$ cat src/rtl/fifo_pkg.sv
// Shared types and helpers for the programmable synchronous FIFO (fifo_sync_prog).
package fifo_pkg;

    typedef struct packed {
        logic full;
        logic empty;
        logic almost_full;
        logic almost_empty;
    } fifo_status_t;

    // A single-entry FIFO still carries a 1-bit pointer that simply stays 0.
    function automatic int unsigned ptr_w(input int unsigned depth);
        return (depth > 1) ? $clog2(depth) : 1;
    endfunction

endpackage

$ cat src/rtl/fifo_ram.sv
// WIDTH x DEPTH storage: one synchronous write port, one asynchronous read port; contents not reset.
module fifo_ram
    import fifo_pkg::*;
#(
    parameter int unsigned WIDTH = 64,
    parameter int unsigned DEPTH = 8,
    localparam int unsigned PTR_W = ptr_w(DEPTH)
) (
    input  logic             clk,
    input  logic             i_we,
    input  logic [PTR_W-1:0] i_waddr,
    input  logic [WIDTH-1:0] i_wdata,
    input  logic [PTR_W-1:0] i_raddr,
    output logic [WIDTH-1:0] o_rdata
);

    generate
        if (DEPTH == 1) begin : g_single
            // One word needs no addressing; the address inputs are always 0.
            logic [WIDTH-1:0] r_word;
            logic             w_addr_unused;

            assign w_addr_unused = ^{i_waddr, i_raddr};

            always_ff @(posedge clk) begin
                if (i_we) begin
                    r_word <= i_wdata;
                end
            end

            assign o_rdata = r_word;
        end else begin : g_array
            logic [WIDTH-1:0] r_mem [DEPTH];

            always_ff @(posedge clk) begin
                if (i_we) begin
                    r_mem[i_waddr] <= i_wdata;
                end
            end

            assign o_rdata = r_mem[i_raddr];
        end
    endgenerate

endmodule

$ cat src/rtl/fifo_sync_prog.sv
// First-word-fall-through synchronous FIFO with fill level, programmable thresholds and flush.
// Define FIFO_ERR_EN to add sticky overflow/underflow flags and err_clr.
module fifo_sync_prog
    import fifo_pkg::*;
#(
    parameter int unsigned WIDTH = 64,
    parameter int unsigned DEPTH = 8,
    localparam int unsigned LVL_W = $clog2(DEPTH + 1)
) (
    input  logic             clk,
    input  logic             rst_n,
    input  logic             w_valid,
    input  logic [WIDTH-1:0] data_in,
    input  logic             r_ready,
    output logic [WIDTH-1:0] data_out,
    input  logic             flush,
    input  logic [LVL_W-1:0] af_thresh,
    input  logic [LVL_W-1:0] ae_thresh,
    output logic             fifo_full,
    output logic             fifo_empty,
    output logic             almost_full,
    output logic             almost_empty,
    output logic [LVL_W-1:0] fifo_level
`ifdef FIFO_ERR_EN
    ,
    output logic             overflow,
    output logic             underflow,
    input  logic             err_clr
`endif
);

    localparam int unsigned      PTR_W    = ptr_w(DEPTH);
    localparam logic [PTR_W-1:0] PTR_LAST = PTR_W'(DEPTH - 1);
    localparam logic [LVL_W-1:0] LVL_MAX  = LVL_W'(DEPTH);

    logic [PTR_W-1:0] r_wr_ptr;
    logic [PTR_W-1:0] r_rd_ptr;
    logic [LVL_W-1:0] r_level;
    logic             w_push;
    logic             w_pop;
    logic             w_we;
    logic [WIDTH-1:0] w_rdata;
    fifo_status_t     w_status;

    // Explicit wrap keeps non-power-of-2 depths correct.
    function automatic logic [PTR_W-1:0] ptr_inc(input logic [PTR_W-1:0] p);
        return (p == PTR_LAST) ? '0 : p + PTR_W'(1);
    endfunction

    always_comb begin
        w_status              = '0;
        w_status.full         = (r_level == LVL_MAX);
        w_status.empty        = (r_level == '0);
        w_status.almost_full  = (r_level >= af_thresh);
        w_status.almost_empty = (r_level <= ae_thresh);
    end

    assign w_push = w_valid && !w_status.full;
    assign w_pop  = r_ready && !w_status.empty;
    assign w_we   = w_push && !flush && rst_n;

    always_ff @(posedge clk) begin
        if (!rst_n || flush) begin
            r_wr_ptr <= '0;
            r_rd_ptr <= '0;
            r_level  <= '0;
        end else begin
            if (w_push) begin
                r_wr_ptr <= ptr_inc(r_wr_ptr);
            end
            if (w_pop) begin
                r_rd_ptr <= ptr_inc(r_rd_ptr);
            end
            if (w_push && !w_pop) begin
                r_level <= r_level + LVL_W'(1);
            end else if (w_pop && !w_push) begin
                r_level <= r_level - LVL_W'(1);
            end
        end
    end

    fifo_ram #(
        .WIDTH(WIDTH),
        .DEPTH(DEPTH)
    ) u_ram (
        .clk    (clk),
        .i_we   (w_we),
        .i_waddr(r_wr_ptr),
        .i_wdata(data_in),
        .i_raddr(r_rd_ptr),
        .o_rdata(w_rdata)
    );

    assign data_out     = w_status.empty ? '0 : w_rdata;
    assign fifo_full    = w_status.full;
    assign fifo_empty   = w_status.empty;
    assign almost_full  = w_status.almost_full;
    assign almost_empty = w_status.almost_empty;
    assign fifo_level   = r_level;

`ifdef FIFO_ERR_EN
    logic r_overflow;
    logic r_underflow;

    // A new error in the same cycle as err_clr keeps the flag set; flush leaves flags alone.
    always_ff @(posedge clk) begin
        if (!rst_n) begin
            r_overflow  <= 1'b0;
            r_underflow <= 1'b0;
        end else begin
            if (w_valid && w_status.full) begin
                r_overflow <= 1'b1;
            end else if (err_clr) begin
                r_overflow <= 1'b0;
            end
            if (r_ready && w_status.empty) begin
                r_underflow <= 1'b1;
            end else if (err_clr) begin
                r_underflow <= 1'b0;
            end
        end
    end

    assign overflow  = r_overflow;
    assign underflow = r_underflow;
`endif

endmodule

$ cat config.mk
export PLATFORM = sky130hd
export DESIGN_NAME = fifo_sync_prog
export DESIGN_NICKNAME = d
export VERILOG_FILES = /design/src/rtl/fifo_pkg.sv /design/src/rtl/fifo_ram.sv /design/src/rtl/fifo_sync_prog.sv
export SDC_FILE = /design/constraint.sdc
export NUM_CORES = 1
export LEC_CHECK = 0
export ABC_AREA = 1
export CORE_MARGIN = 1.5
export CORE_UTILIZATION = 59
export CTS_BUF_LIST = sky130_fd_sc_hd__clkbuf_4 sky130_fd_sc_hd__clkbuf_8 sky130_fd_sc_hd__clkbuf_16
export DETAILED_ROUTE_END_ITERATION = 12
export HOLD_SLACK_MARGIN = 0.03
export PLACE_DENSITY = 0.78
export SETUP_SLACK_MARGIN = 0.2
export SYNTH_ARGS = -nofsm -noshare
export SYNTH_HDL_FRONTEND = slang
export SYNTH_HIERARCHICAL = 1
export SYNTH_SLANG_ARGS = --single-unit
$ cat constraint.sdc
create_clock -name clk -period 7.6 [get_ports clk]
set_input_delay 1.52 -clock clk [delete_from_list [all_inputs] [get_ports clk]]
set_output_delay 1.52 -clock clk [all_outputs]
set_load 0.1 [all_outputs]
==> reports/metrics.yaml <==
sta:
  max_freq_mhz: 167
  period_needed_ps: 5990
  hold-worst-slack_ps: 543
  final-setup-viol-count: 0
  hold_violations: 0
  final.setup_skew_ps: 14.1
  rsz_0062_raised_after_global_routing: "false"
  worst_pin_slew_ps: 1250
  slew_viol_final: 0
  final_worst_setup_slack_ps: 1610
  finalCritPeriodShare_pct: 78.8
  relSlewSlack_pct: 16.6
  fin_tns_setup_ps: 0
yosys:
  synth_cell_type_count: 25
  seq_area_frac_synth_pct: 64.5
  avgSynthCellArea_um2: 9.76
  mappedNetlistArea_um2: 24100
  synth.area.top_cells: "sky130_fd_sc_hd__edfxtp_1 64%, sky130_fd_sc_hd__nand2_1 13%, sky130_fd_sc_hd__inv_1 9.3%"
  synthCells: 2472
  synthesis.nets: 2565
  synth_warnings: 6
  synth-seq-cells: 522
  synth.top_cell.area_share_pct: 63.7
  synth_area_leader_cell: "sky130_fd_sc_hd__edfxtp_1"
die:
  placementRows: 73
  number_of_top_level_pins: 149
  total_die_area_um2: 42100
  fp.dieW_um: 205
  chipHeight_um: 205
  initial_core_utilization_pct: 60.3
  standard_cell_core_area_um2: 40000
setup_path:
  critPathMaxFanout: 113
  worstPathRequired_ps: 6080
  wp_data_arrival_ps: 4470
  endpoint_kind: "primary output"
  worstSetupPathType: "reg -> out"
  setup.worst_path.start_class: "flop"
cts:
  max_clock_buf_depth: 3
  post-cts-setup-buffers: 0
  clk_root_buffer_cell: "sky130_fd_sc_hd__clkbuf_16"
  cts_resized: 0
  tritoncts: "built"
  cts.hold.buffers_added: 0
  cts.sink_count: 522
  clock_latency_ps: 570
  cts.clk_slew.worst_paths_ps: 60
  cts_inserted_buffers: 51
  htreeDepth: 2
finish:
  most_common_cell_after_layout_fill_and_taps_aside: "sky130_fd_sc_hd__nand2_1"
  area_growth_pct: 14.0
  utilization_pct: 68.7
  final_area_um2: 27500
  layout_common_cells: "855 x sky130_fd_sc_hd__nand2_1, 599 x sky130_fd_sc_hd__inv_1, 512 x sky130_fd_sc_hd__edfxtp_1"
  num-nets-final: 2680
  drive_above_1_share_pct: 6.47
global_routing:
  globalRoute.totalOverflow: 0
  grt_first_pass_wirelength_mm: 81.6
  grt_pass1_vias: 16100
  gr-usage-all-layers_pct: 25.1
  antenna_found_initial: 4
  pin_count_of_the_biggest_net_entering_global_routing: 115
route:
  detail_route.wirelength_mm: 51.9
  post_detailed_route_via_to_cell_ratio: 5.10
  drc_errors: 0
  dr.first_iter.drc_count: 1226
  detailroute.via_count: 16100
  antenna_violating_nets_post_route: 0
  wl_per_cell_um: 16.5
  drt-pass1-iter-count: 7
min_path:
  hp-class: "reg -> reg"
pwr:
  power_density_nw_per_um2: 258
  cellLeakagePower_nw: 12.5
  ir_drop_uv: 180
place:
  place.detailed.hpwl_mm: 27.1
  gp_routability_congestion: 0.766
  worst_setup_slack_post_dpl_ps: 2270
  postPlaceCellArea_um2: 25800
  io_buffer_count: 148
flow_run:
  maxCapViolations: 0
run_status:
  run_status: "complete, no violations"
==> cell families (layout without fill, tap and decap cells) <==
logic type | Yosys count | after routing | share of synthesized area (%)
AO/OA/AOI/OAI | 18 | 18 | 0.384
buffers and inverters | 708 | 862 | 12.4
AND/OR/NAND/NOR | 1207 | 1207 | 21.8
flip-flops | 522 | 522 | 64.5
adder cells (fa/ha/maj) | 16 | 16 | 0.861
XOR/XNOR | 1 | 1 | 0.0363
other | 0 | 4 | 0
==> through the flow <==
step | cells | power [mW]
3_3_place_gp | 3059 | 4.61
2_1_floorplan | 2472 | 4.36
3_5_place_dp | 3059 | 4.64
6_report | 3155 | 7.11
5_1_grt | 3154 | 7.33
4_1_cts | 3151 | 7.14
==> path summary, 6_finish.rpt <==
check | slack (ps) | cells past startpoint | start | to
worst min-delay path | 540 | 2 | r_wr_ptr[0] | r_wr_ptr[0]
worst max-delay path | 1610 | 10 | r_rd_ptr[0] | data_out[40]
worst min register to register | 540 | 2 | r_wr_ptr[0] | r_wr_ptr[0]
worst max register to register | 4320 | 7 | fifo_level[1] | u_ram/g_array.r_mem[1][20]
==> where the power goes <==
| group | switching [mW] | total (mW) | internal (mW) |
|---|---|---|---|
| clock | 1.02 | 2.53 | 1.52 |
| combinational | 1.06 | 1.37 | 0.310 |
| sequential | 0.0200 | 3.21 | 3.19 |
| total | 2.09 | 7.11 | 5.01 |
==> critical path: stages, from the launching register on <==
cell and delay (ps):
sky130_fd_sc_hd__dfxtp_4 520, sky130_fd_sc_hd__inv_6 700, sky130_fd_sc_hd__buf_4 950, sky130_fd_sc_hd__nand2_1 200, sky130_fd_sc_hd__nand3_1 140, sky130_fd_sc_hd__nand2_1 60, sky130_fd_sc_hd__nand2_1 60, sky130_fd_sc_hd__nand2_1 60
sky130_fd_sc_hd__inv_1 90, sky130_fd_sc_hd__nor2_4 50, sky130_fd_sc_hd__clkdlybuf4s50_1 980
==> cell type report <==
type	count	area, µm²
fill	2814	12500
clock buffer	63	1370
sequential	522	15600
clock inverter	29	332
tap	525	657
multi-input combinational	1242	5630
timing repair buffer	167	1650
inverter	603	2280
antenna	4	10.0
==> routing by layer <==
metal | routed length (µm) | vias to the layer above | part of all wire (%) | global-route usage [%]
met5 | 0 | - | 0 | 0
met2 | 26200 | 577 | 50 | 43.7
met1 | 20800 | 7601 | 40 | 31.6
met4 | 1030 | 0 | 2.0 | 8.65
met3 | 3900 | 73 | 7.5 | 4.51
li1 | - | 7826 | - | -
==> registers in the layout (all words and copies together) (netlist names) <==
name,cells
fifo_level,4
r_rd_ptr,3
r_wr_ptr,3
u_ram/g_array.r_mem,512
==> synth_stat cells, drive strengths merged <==
master    n
a21oi    10
buf      96
clkbuf    9
dfxtp    10
edfxtp  512
fa        1
ha       15
inv     603
nand2   856
nand3   263
nand4     1
nor2     86
o211ai    1
o21ai     7
or2       1
xor2      1
Power figures use the tool's default switching activity.
